===== src/rtl/movwide_imm_encoder.sv =====
//------------------------------------------------------------------------------
// movwide_imm_encoder: turns a 64-bit constant into the shortest MOVZ/MOVK run.
// Revision: 1.0
//------------------------------------------------------------------------------
`default_nettype none

module movwide_imm_encoder #(
  parameter logic [8:0] OPC_MOVZ  = 9'b110100101,
  parameter logic [8:0] OPC_MOVK  = 9'b111100101,
  parameter bit         SKIP_ZERO = 1'b1
) (
  input  logic        CLK,
  input  logic        Reset,
  input  logic        in_valid,
  output logic        in_ready,
  input  logic [63:0] imm,
  input  logic [4:0]  rd,
  output logic        inst_valid,
  input  logic        inst_ready,
  output logic [31:0] inst,
  output logic        inst_last,
  output logic        busy
);

  typedef enum logic [0:0] {IDLE = 1'b0, EMIT = 1'b1} state_t;

  state_t      state;
  logic [63:0] imm_q;
  logic [4:0]  rd_q;
  logic [3:0]  mask;

  logic [3:0]  new_mask;
  logic [3:0]  src_mask;
  logic [63:0] src_imm;
  logic [4:0]  src_rd;
  logic [1:0]  sel_hw;
  logic [3:0]  rest_mask;
  logic [15:0] sel_chunk;
  logic [31:0] next_word;

  // A request whose chunks are all zero still needs one MOVZ of chunk 0.
  always_comb begin
    new_mask = 4'b0000;
    for (int k = 0; k < 4; k++) begin
      new_mask[k] = (imm[16*k +: 16] != 16'h0000) || !SKIP_ZERO;
    end
    if (new_mask == 4'b0000) begin
      new_mask = 4'b0001;
    end
  end

  // In IDLE the first word is built straight from the request inputs.
  always_comb begin
    src_mask = (state == IDLE) ? new_mask : mask;
    src_imm  = (state == IDLE) ? imm      : imm_q;
    src_rd   = (state == IDLE) ? rd       : rd_q;
    sel_hw   = 2'd0;
    for (int k = 3; k >= 0; k--) begin
      if (src_mask[k]) begin
        sel_hw = k[1:0];
      end
    end
    rest_mask = src_mask & ~(4'b0001 << sel_hw);
    sel_chunk = src_imm[{sel_hw, 4'b0000} +: 16];
    next_word = {(state == IDLE) ? OPC_MOVZ : OPC_MOVK, sel_hw, sel_chunk, src_rd};
  end

  assign in_ready = (state == IDLE) && !Reset;
  assign busy     = (state == EMIT);

  always_ff @(posedge CLK or posedge Reset) begin
    if (Reset) begin
      state      <= IDLE;
      imm_q      <= 64'h0;
      rd_q       <= 5'h0;
      mask       <= 4'h0;
      inst_valid <= 1'b0;
      inst       <= 32'h0;
      inst_last  <= 1'b0;
    end else begin
      case (state)
        IDLE: begin
          if (in_valid) begin
            state      <= EMIT;
            imm_q      <= imm;
            rd_q       <= rd;
            mask       <= rest_mask;
            inst_valid <= 1'b1;
            inst       <= next_word;
            inst_last  <= (rest_mask == 4'b0000);
          end
        end
        EMIT: begin
          if (inst_valid && inst_ready) begin
            if (inst_last) begin
              state      <= IDLE;
              inst_valid <= 1'b0;
              inst_last  <= 1'b0;
            end else begin
              mask      <= rest_mask;
              inst      <= next_word;
              inst_last <= (rest_mask == 4'b0000);
            end
          end
        end
        default: state <= IDLE;
      endcase
    end
  end

endmodule

`default_nettype wire

===== config.mk =====
export PLATFORM = sky130hd
export DESIGN_NAME = movwide_imm_encoder
export DESIGN_NICKNAME = d
export VERILOG_FILES = /design/src/rtl/movwide_imm_encoder.sv
export SDC_FILE = /design/constraint.sdc
export NUM_CORES = 1
export LEC_CHECK = 0
export BUFFER_PORTS_ARGS = -buffer_cell sky130_fd_sc_hd__buf_4
export CORE_MARGIN = 2
export CORE_UTILIZATION = 50
export CTS_BUF_LIST = sky130_fd_sc_hd__clkbuf_16
export DETAILED_ROUTE_END_ITERATION = 7
export GPL_ROUTABILITY_DRIVEN = 0
export PLACE_DENSITY = 0.81
export SKIP_CTS_REPAIR_TIMING = 1
export SYNTH_ARGS = -nofsm -noshare
export SYNTH_HDL_FRONTEND = slang
export SYNTH_SLANG_ARGS = --single-unit
export TNS_END_PERCENT = 1

===== constraint.sdc =====
create_clock -name CLK -period 3.2 [get_ports CLK]
set_clock_uncertainty 0.15 [all_clocks]
set_input_delay 0.64 -clock CLK [delete_from_list [all_inputs] [get_ports CLK]]
set_output_delay 0.64 -clock CLK [all_outputs]
set_load 0.01 [all_outputs]

After elaboration in Yosys (flattened, before gate mapping):

Index checks and enable logic that the tools add are counted.
Widths: inputs -> output; s select.

* eq/ne operators: 4
* shift-type cells: 2
* mux-type cells: 29
* bitwise operators: 3
* reductions and logical operators: 13

Operators with widths (number)
* $mux 32: 3
* $mux 64: 1
* $pmux 32 s2: 1
* $reduce_bool 16->1: 4
* $shiftx 64x7->16: 1
* $mux 4: 5
* $mux 1: 9
* $logic_not 4->1: 2
* $mux 2: 4
* $pmux 4 s2: 1
* $mux 7: 1
* $ne 2x2->1 const B: 3
* $pmux 1 s2: 3
* $reduce_and 3->1: 2
* $mux 5: 1
* $and 4x4->4: 1
* $not 4->4: 1
* $reduce_and 2->1: 2
* $shl 1x2->4 const A: 1
* $logic_and 1x1->1: 2
* $ne 2x1->1 const B: 1
* $logic_not 1->1: 1
* $not 1->1: 1

* bits in registers: 108
* bits of input ports: 73

Longest topological paths before layout:

Gate-level depths: netlist of run 1.

* depth after elaboration: 15
* gate-level depth with buffers: 8
* gate-level depth less buffers: 6

Least setup slack after synthesis of run 1:

OpenSTA, ideal clock, no wires.

* path kind: input -> register
* from: input imm[0]
* to: register inst[10]
* arrival time: 2.346 ns
* slack: 0.578 ns
* cell stages on the path: 7
* path buffers: 1
* cells stage by stage: or4_4 > nor3_2 > a31oi_2 > a2111o_1 > buf_6 > a221oi_2 > a21oi_2

* cells in the longest elaborated chain, start to end: 12
* elaborated cells between the ends (all ways): 13
* classes of those cells: shift (1); mux (10); reduce/logical (2)

RTL lines
* start: declaration: line 16 `input logic [63:0] imm,`
* $reduce_bool 16->1 *: line 45 `new_mask[k] = (imm[16*k +: 16] != 16'h0000) || !SKIP_ZERO;`
* $logic_not 4->1: line 47 `if (new_mask == 4'b0000) begin`
* $mux 4 *: line 47
* $mux 4 *: line 54 `src_mask = (state == IDLE) ? new_mask : mask;`
* $mux 2 (3 in a row): line 59 `if (src_mask[k]) begin`
* $mux 2 *: line 59
* $shiftx 64x7->16 *: line 64 `sel_chunk = src_imm[{sel_hw, 4'b0000} +: 16];`
* $mux 32: line 95 `if (inst_last) begin`
* $mux 32: line 94 `if (inst_valid && inst_ready) begin`
* $pmux 32 s2 *: line 81 `case (state)`
* end signal: assignment: line 89 `inst <= next_word;`
* end signal: assignment: line 101 `inst <= next_word;`
* end: declaration: line 20 `output logic [31:0] inst,`

Mark *: on every way between the ends. The rest lies on a longest branch, timed or not. The select of a mux whose other input is x is not followed.
A chain may end at the register's enable or synchronous reset.

Worst setup path after layout of run 1:

* from: input imm[48]
* to: register inst[15]

The elaborated chain is that of the path after synthesis.

==> metrics.log, run 1 <==
[metrics] GR Overflow Total: 0
[metrics] # clock sinks: 101
[metrics] element type at the critical path start: input pin
[metrics] final-report setup violation count: 0
[metrics] routed wire length per instance: 20.3 um
[metrics] vias in the first global route: between 4000 and 5000
[metrics] number of cells on the worst reg-to-reg path: 5
[metrics] Synth area leaders: dfrtp_1 (46%), mux2_2 (15%), mux2i_1 (4.2%), nand2_1 (3.2%), o221ai_1 (2.6%)
[metrics] Antenna Violating Nets Remaining: 0
[metrics] initial antenna violation count: 0
[metrics] part of the power in combinational logic: 48.6%
[metrics] I/O pins: 109
[metrics] Die Span X: between 100 and 150 um
[metrics] share of total power consumed by net switching: 38.9%
[metrics] number of DRC violations after detailed routing: 0
[metrics] run status: finished clean
[metrics] number of standard-cell rows in the floorplan: 38
[metrics] classification of the worst-slack hold path: in -> async
[metrics] warnings from Yosys: 0
[metrics] layout cells sized above 1: roughly 43%
[metrics] startpoint-to-endpoint class of the critical path: in -> reg
[metrics] Inserted Diodes: 0
[metrics] most used flip-flop cell after synthesis: dfrtp_1
[metrics] Least-Margin Pin Slew: around 0.96 ns
[metrics] count of flip-flops with a built-in enable after synthesis: 0
[metrics] total global routing track utilization: 26.3%
[metrics] CP max FO: 17
[metrics] final routed wirelength across all metal layers: around 15000 um
[metrics] H-tree levels: 3
[metrics] Final nets: around 650
[metrics] relative max-transition margin: 36.1%
[metrics] post-synth top area cell: dfrtp_1
[metrics] TritonCTS clock tree: done
[metrics] Die Outline Area: 0.0118 mm2
[metrics] initial cell density of the core: 50.9%
[metrics] Cell variety after synth: 46
[metrics] initial DRC count: 434
[metrics] share of total power in sequential cells: 34.1%
[metrics] first-pass iteration count of the detailed router: 5
[metrics] net switching component of the power: 2500 uW
[metrics] Inserted Clock Buffers: 9
[metrics] Max-cap violations: 0
[metrics] peak supply drop: approximately 420 uV
[metrics] Avg Vias per Cell: 6.18
[metrics] library cell with the highest instance count after synthesis: dfrtp_1
[metrics] total count of max-transition violations in the final report: 0
[metrics] area added between synthesis and finish: 21.6%
[metrics] share of Yosys cell area claimed by the top area cell type: 46.2%
[metrics] CTS Buffer Depth: 2
[metrics] standard cell core area: around 0.011 mm2
[metrics] top cells by instance count after synthesis: dfrtp_1 (101), mux2_2 (71), nand2_1 (47)
[metrics] PortBufs: 105
[metrics] share of synthesized flip-flops with an asynchronous set or reset: 100%
[metrics] sequential share of the synthesized area: 46.2%
[metrics] minimum setup slack after placement: approximately 0.1 ns
[metrics] largest net degree at the start of global routing: 73
[metrics] wire length of the first global-routing pass: roughly 23000 um
[metrics] post-CTS clock slew at the launch and capture registers of the worst setup and hold paths: 0.07 ns
[metrics] minimum setup slack in the final design: 0.377 ns
[metrics] worst path required time: ~3.3 ns
[metrics] share of total power in the clock network: 17.3%
[metrics] internal power summed over all cells: 3940 uW
[metrics] count of state elements after synthesis: between 100 and 150
[metrics] half-perimeter wire length after placement: 10500 um
[metrics] CTS root buffer: clkbuf_16
[metrics] top achievable clock speed: ~0.35 GHz
[metrics] final critical-path required period: 2.82 ns
[metrics] part of the cycle the worst path needs: 88.2%
[metrics] cell count after synthesis: 480
[metrics] WP data arrival: 2.90 ns
[metrics] worst-skew pair later-pin latency: 0.35 ns
[metrics] total number of vias: 4477
[metrics] Leak Pwr: 0.00290 uW
[metrics] setup repair after global routing missed its margin: no
[metrics] Die Height: 109 um
[metrics] average size of a mapped cell: ~11 um2
[metrics] count of final hold-check violations: 0
[metrics] sort of element at the end of the critical path: flip-flop
[metrics] power density cells: slightly below 1000 mW/mm2
[metrics] final-layout setup total negative slack: 0 ns
[metrics] area of the mapped netlist: 0.00547 mm2
critical path, cell delays in order:
cell	delay [ns]
buf_4	0.12
nor4_1	0.54
nand4_1	0.20
mux2_2	0.34
a21oi_2	0.73
o31a_1	0.26
a21oi_2	0.06
state kept, by name, indices dropped and copies added (netlist names):
name / flops
imm_q: 64
inst: 25
rd_q: 5
mask: 4
busy: 1
inst_last: 1
inst_valid: 1
power by group through the flow:
| stage | sequential (uW) | combinational, uW | clock (uW) |
|---|---|---|---|
| after global routing | 2260 | 3410 | 1170 |
| after detailed placement | 2210 | 3110 | 0 |
| final | 2200 | 3130 | 1120 |
| after floorplan | 2160 | 2300 | 0 |
| after global placement | 2170 | 3010 | 0 |
| after CTS | 2190 | 3120 | 1120 |
cells in the final DEF, fill, tap and decap left out, drive strengths merged, types with 2 or more instances in the layout:
cell,netlist,routed
conb,1,3
a221oi,16,16
mux2i,23,23
o21ai,11,11
nor3,5,5
clkinvlp,0,2
nand3,3,3
nor4,14,14
or4,3,3
a31oi,17,17
nand2,47,47
clkbuf,28,9
o221ai,16,16
mux2,71,71
nand4,3,3
nand2b,2,2
dfrtp,101,101
inv,2,3
o31a,16,16
buf,14,129
clkinv,0,3
a21oi,34,34
and2,18,18
o31ai,2,2
nor2,5,5
a22oi,16,16
o21a,3,3
worst paths after layout:
kind	to	start	slack (ns)
setup reg to reg	inst[15]	busy	0.43
hold reg to reg	inst[21]	inst[21]	0.33
hold / removal	imm_q[25]	Reset	0.31
max in group asynchronous	imm_q[16]	Reset	1.81
min in group CLK	inst[21]	inst[21]	0.33
setup / recovery	inst[15]	imm[48]	0.38
routing by layer:
metal	global-route usage, %	share of wire, %	vias up
li1	-	-	2027
met1	35.6	42	2231
met2	42.4	49	194
met3	4.04	6.7	25
met4	11.0	2.6	0
met5	0	0	-
cells by family (layout without fill, tap and decap cells):
kind of cell    count (synthesis)  count (layout)  synth area share, %
other cells                     1               3               0.0686
compound gates                135             135                 19.1
flops                         101             101                 46.2
mux                            94              94                 18.8
simple gates                  104             104                 10.0
buf+inv                        45             147                 5.77
stage by stage:
stage	area, um2	std cells	util [%]	total power [uW]	hold slack (ns)
after floorplan	5480	482	-	4450	0.283
after detailed placement	6350	708	59.1	5320	0.317
after CTS	6650	724	61.9	6430	0.333
after global routing	6650	724	61.9	6840	0.352
final	6650	724	61.9	6440	0.310
after global placement	6350	708	59.1	5180	0.297
cell type report:
class,instances,area [um2]
Clock inverter,7,72.6
Tap cell,140,175
Timing Repair Buffer,129,993
Fill cell,862,4100
Clock buffer,9,225
Sequential cell,101,2530
Inverter,2,11.3
Multi-Input combinational cell,336,2640
Power figures use the tool's default switching activity.
==> inputs of run 2 (changes only) <==
Settings changed: PLACE_DENSITY 0.81 to 0.77.
==> metrics.log, run 2 (synthesized netlist as in run 1, its figures left out) <==
[metrics] run status: finished clean
[metrics] first-pass iteration count of the detailed router: 5
[metrics] PortBufs: 105
[metrics] Leak Pwr: 0.00290 uW
[metrics] setup repair after global routing missed its margin: no
[metrics] CTS Buffer Depth: 2
[metrics] H-tree levels: 3
[metrics] initial DRC count: 311
[metrics] # clock sinks: a little over 100
[metrics] largest net degree at the start of global routing: 72
[metrics] element type at the critical path start: input pin
[metrics] Inserted Clock Buffers: 9
[metrics] register area: 0.00253 mm2
[metrics] wire length of the first global-routing pass: around 24000 um
[metrics] count of final hold-check violations: 0
[metrics] Antenna Violating Nets Remaining: 0
[metrics] Biggest register: imm_q
[metrics] area added between synthesis and finish: 21.3%
[metrics] most common cell after layout, fill and taps aside: buf_4
[metrics] final-report setup violation count: 0
[metrics] series of cell instances along the critical path: buf_4, nor4_1, nand4_1, mux2i_1, buf_4, a21oi_2, buf_4, o31a_1, a21oi_2
[metrics] slowest stage cell, crit path: nor4_1
[metrics] Least-Margin Pin Slew: 0.965 ns
[metrics] Die Height: 109 um
[metrics] Die Outline Area: 0.0118 mm2
[metrics] final critical-path required period: 2.63 ns
[metrics] worst path required time: 3.33 ns
[metrics] peak supply drop: 590 uV
[metrics] startpoint-to-endpoint class of the critical path: in -> reg
[metrics] Inserted Diodes: 0
[metrics] routed wire length per instance: 20.2 um
[metrics] half-perimeter wire length after placement: 10400 um
[metrics] final-layout setup total negative slack: 0 ns
[metrics] Final nets: ~650
[metrics] total global routing track utilization: 26.4%
[metrics] Die Span X: 109 um
[metrics] critical path's largest stage delay: ~0.51 ns
[metrics] initial antenna violation count: 0
[metrics] number of DRC violations after detailed routing: 0
[metrics] number of flip-flops in the largest register: 64
[metrics] Regs by FF count: imm_q (64), inst (25), rd_q (5)
[metrics] number of non-filler instances in the completed layout: between 700 and 800
[metrics] GR Overflow Total: 0
[metrics] total count of max-transition violations in the final report: 0
[metrics] layout cells sized above 1: 42.4%
[metrics] relative max-transition margin: 35.6%
[metrics] TritonCTS clock tree: done
[metrics] post-CTS clock slew at the launch and capture registers of the worst setup and hold paths: 0.07 ns
[metrics] top achievable clock speed: 0.380 GHz
[metrics] vias in the first global route: roughly 4500
[metrics] total number of vias: between 4000 and 5000
[metrics] WP data arrival: 2.76 ns
[metrics] classification of the worst-slack hold path: in -> async
[metrics] power density cells: 970 mW/mm2
[metrics] Most common cell on crit path: buf_4
[metrics] CTS root buffer: clkbuf_16
[metrics] sort of element at the end of the critical path: flip-flop
[metrics] worst-skew pair later-pin latency: 0.35 ns
[metrics] part of the cycle the worst path needs: slightly above 80%
[metrics] Max-cap violations: 0
[metrics] initial cell density of the core: approximately half
[metrics] standard cell core area: about 0.011 mm2
[metrics] highest-count cells in the layout ignoring fill and taps: buf_4 (129), dfrtp_1 (101), mux2_2 (71)
[metrics] number of fill cells in the layout: 897
[metrics] number of standard-cell rows in the floorplan: 38
[metrics] I/O pins: ~110
[metrics] CP max FO: 17
[metrics] cell count after placement: 709
[metrics] final routed wirelength across all metal layers: approximately 15000 um
[metrics] Avg Vias per Cell: 6.11
[metrics] Multi-input gate area: 0.00264 mm2
-- run 2: cell types whose count changed in the layout (fill, tap and decap cells not counted) --
cell      before  now
buf_4        127  129
clkinv_1       1    3
inv_6          2    0
buf_12         2    1
clkinv_4       1    0
inv_1          1    2
-- run 2: where the power goes --
part	internal (uW)	total (uW)	switching, uW
combinational	1480	3160	1680
clock	595	1080	485
sequential	1860	2190	331
-- run 2: layer usage --
metal	part of all wire, %	up-vias	global-route usage, %
met5	0	-	0
met3	4.9	34	4.46
met1	42	2232	35.1
met2	49	151	42.4
met4	3.6	0	11.9
li1	-	2016	-
-- run 2: path summary, 6_finish.rpt --
kind	start	slack [ns]	endpoint	cells past startpoint
setup / recovery	imm[32]	0.57	inst[11]	9
hold / removal	Reset	0.31	inst[30]	2
setup reg to reg	busy	0.68	inst[16]	6
hold reg to reg	mask[1]	0.33	mask[1]	2
max in group asynchronous	Reset	1.84	imm_q[48]	3
min in group CLK	mask[1]	0.33	mask[1]	2
-- run 2: critical path: cells and delay by family --
| family | cells | cell delay, ns |
|---|---|---|
| compound gates | 3 | 0.52 |
| buf+inv | 3 | 0.54 |
| simple gates | 2 | 0.80 |
| mux | 1 | 0.26 |
-- run 2: layout make-up --
type / count / area share, %
clock buffers: 9 / 3.40
clock inverters: 7 / 0.868
inverters: 2 / 0.170
multi-input cells: 336 / 39.9
flip-flops and latches: 101 / 38.1
well taps: 140 / 2.64
repair buffers: 130 / 14.9
-- run 2: metrics by stage --
step / total power, uW / hold slack (ns) / cell area (um2) / util, % / setup slack, ns
finish: 6430 / 0.309 / 6630 / 61.7 / 0.567
global placement: 5180 / 0.298 / 6350 / 59.1 / 0.349
detailed placement: 5330 / 0.312 / 6350 / 59.1 / 0.263
CTS: 6420 / 0.326 / 6630 / 61.7 / 0.609
floorplan: 4450 / 0.283 / 5480 / - / 0.578
global route: 6830 / 0.363 / 6630 / 61.7 / 0.398
==> inputs of run 3 (changes only) <==
Settings changed: CORE_UTILIZATION 50 to 56, PLACE_DENSITY 0.77 to 0.82.
Clock period 3.2 ns to 2.68 ns, I/O delays scaled along.
==> metrics.log, run 3 (synthesized netlist as in run 1, its figures left out) <==
[metrics] Die Height: 103 um
[metrics] terminus of the critical flop-to-flop path: imm_q[51]
[metrics] first-pass iteration count of the detailed router: 5
[metrics] CP max FO: 17
[metrics] number of standard-cell rows in the floorplan: 36
[metrics] share of the core filled with cells: 71.2%
[metrics] Final nets: approximately 680
[metrics] area added between synthesis and finish: 25.5%
[metrics] cell count after placement: about 720
[metrics] number of DRC violations after detailed routing: 0
[metrics] peak supply drop: 729 uV
[metrics] Avg Vias per Cell: between 6 and 7
[metrics] sort of element at the end of the critical path: flip-flop
[metrics] overall power of the completed layout: 7940 uW
[metrics] instance area after placement: 0.00654 mm2
[metrics] Die Span X: 103 um
[metrics] routed wire length per instance: about 20 um
[metrics] number of non-filler instances in the completed layout: 739
[metrics] Inserted Diodes: 0
[metrics] H-tree levels: 3
[metrics] top achievable clock speed: 0.407 GHz
[metrics] I/O pins: 109
[metrics] total count of max-transition violations in the final report: 0
[metrics] number of flip-flops in the largest register: 64
[metrics] initial antenna violation count: 0
[metrics] relative max-transition margin: approximately 43%
[metrics] GR Overflow Total: 0
[metrics] Max-cap violations: 0
[metrics] most common cell after layout, fill and taps aside: buf_4
[metrics] TritonCTS clock tree: done
[metrics] initial cell density of the core: 56.7%
[metrics] part of the cycle the worst path needs: around nine tenths
[metrics] setup repair after global routing missed its margin: no
[metrics] number of cells on the worst reg-to-reg path: 4
[metrics] layout cells sized above 1: between 40 and 50%
[metrics] largest net degree at the start of global routing: 102
[metrics] half-perimeter wire length after placement: 10100 um
[metrics] startpoint-to-endpoint class of the critical path: in -> reg
[metrics] post-CTS clock slew at the launch and capture registers of the worst setup and hold paths: 0.07 ns
[metrics] worst path required time: 2.80 ns
[metrics] Leak Pwr: 0.00303 uW
[metrics] initial DRC count: roughly 380
[metrics] CTS root buffer: clkbuf_16
[metrics] worst-skew pair later-pin latency: roughly 0.35 ns
[metrics] highest-count cells in the layout ignoring fill and taps: buf_4 (148), dfrtp_1 (101), mux2_2 (71)
[metrics] # clock sinks: 101
[metrics] met3 layer wire length in the routed design: 921 um
[metrics] Regs by FF count: imm_q (64), inst (25), rd_q (5)
[metrics] wire length on met1: 5860 um
[metrics] run status: finished clean
[metrics] Die Outline Area: 0.0106 mm2
[metrics] final critical-path required period: around 2.5 ns
[metrics] vias in the first global route: 4631
[metrics] standard cell core area: ~0.0096 mm2
[metrics] Biggest register: imm_q
[metrics] Inserted Clock Buffers: 9
[metrics] power density cells: 1160 mW/mm2
[metrics] highest layer used for signal routing: met4
[metrics] element type at the critical path start: input pin
[metrics] wire length of the first global-routing pass: 23000 um
[metrics] total number of vias: 4637
[metrics] final worst hold slack: roughly 0.18 ns
[metrics] design area: 0.00686 mm2
[metrics] final-report setup violation count: 0
[metrics] worst r2r src: busy
[metrics] count of final hold-check violations: 0
[metrics] setup slack on the worst flop-to-flop path: a little over 0.3 ns
[metrics] CTS Buffer Depth: 2
[metrics] Least-Margin Pin Slew: between 0.8 and 0.9 ns
[metrics] classification of the worst-slack hold path: in -> async
[metrics] final routed wirelength across all metal layers: 14600 um
[metrics] total global routing track utilization: 28.5%
[metrics] PortBufs: 105
[metrics] startpoint of the most critical setup path: imm[40]
[metrics] WL met2: 7240 um
[metrics] Antenna Violating Nets Remaining: 0
[metrics] WP data arrival: 2.58 ns
## run 3: cell types whose count changed in the layout (fill, tap and decap cells not counted), sizes merged
cell | before | now
buf | 130 | 152
inv | 2 | 4
bufinv | 1 | 2
clkinv | 4 | 0
## run 3: layout make-up
| class | count | area (um2) |
|---|---|---|
| repair buffers | 152 | 1190 |
| well taps | 133 | 166 |
| clock inverters | 6 | 93.8 |
| fillers | 703 | 2780 |
| inverters | 2 | 11.3 |
| clock buffers | 9 | 225 |
| multi-input cells | 336 | 2640 |
| flip-flops and latches | 101 | 2530 |
## run 3: critical path: stages
cell and delay (ns):
buf_4 0.11, nor4_1 0.36, buf_4 0.19, nand4_1 0.18, mux2i_1 0.25, buf_4 0.24, a21oi_2 0.09, buf_12 0.16
o31a_1 0.31, a21oi_2 0.14
## run 3: metal layers
metal	GRT usage (%)	up-vias
met2	46.7	217
met4	15.0	0
li1	-	2077
met5	0	-
met1	36.3	2302
met3	5.36	41
## run 3: worst max path at each step
stage                to  slack (ns)  depth (start not counted)
2_1_floorplan  inst[12]        0.16                          7
3_5_place_dp   inst[11]       -0.13                         10
4_1_cts        inst[11]        0.24                         10
5_1_grt         inst[8]        0.12                         10
3_3_place_gp   inst[14]       -0.04                         10
6_report       inst[11]        0.23                         10
## run 3: power breakdown
group	internal (uW)	switching, uW
Combinational	1890	2020
Clock	824	600
Sequential	2220	391
## run 3: per-stage QoR
stage	setup slack [ns]	setup TNS, ns
floorplan	0.162	0
global placement	-0.0367	-0.479
CTS	0.236	0
global route	0.116	0
finish	0.225	0
detailed placement	-0.129	-1.38
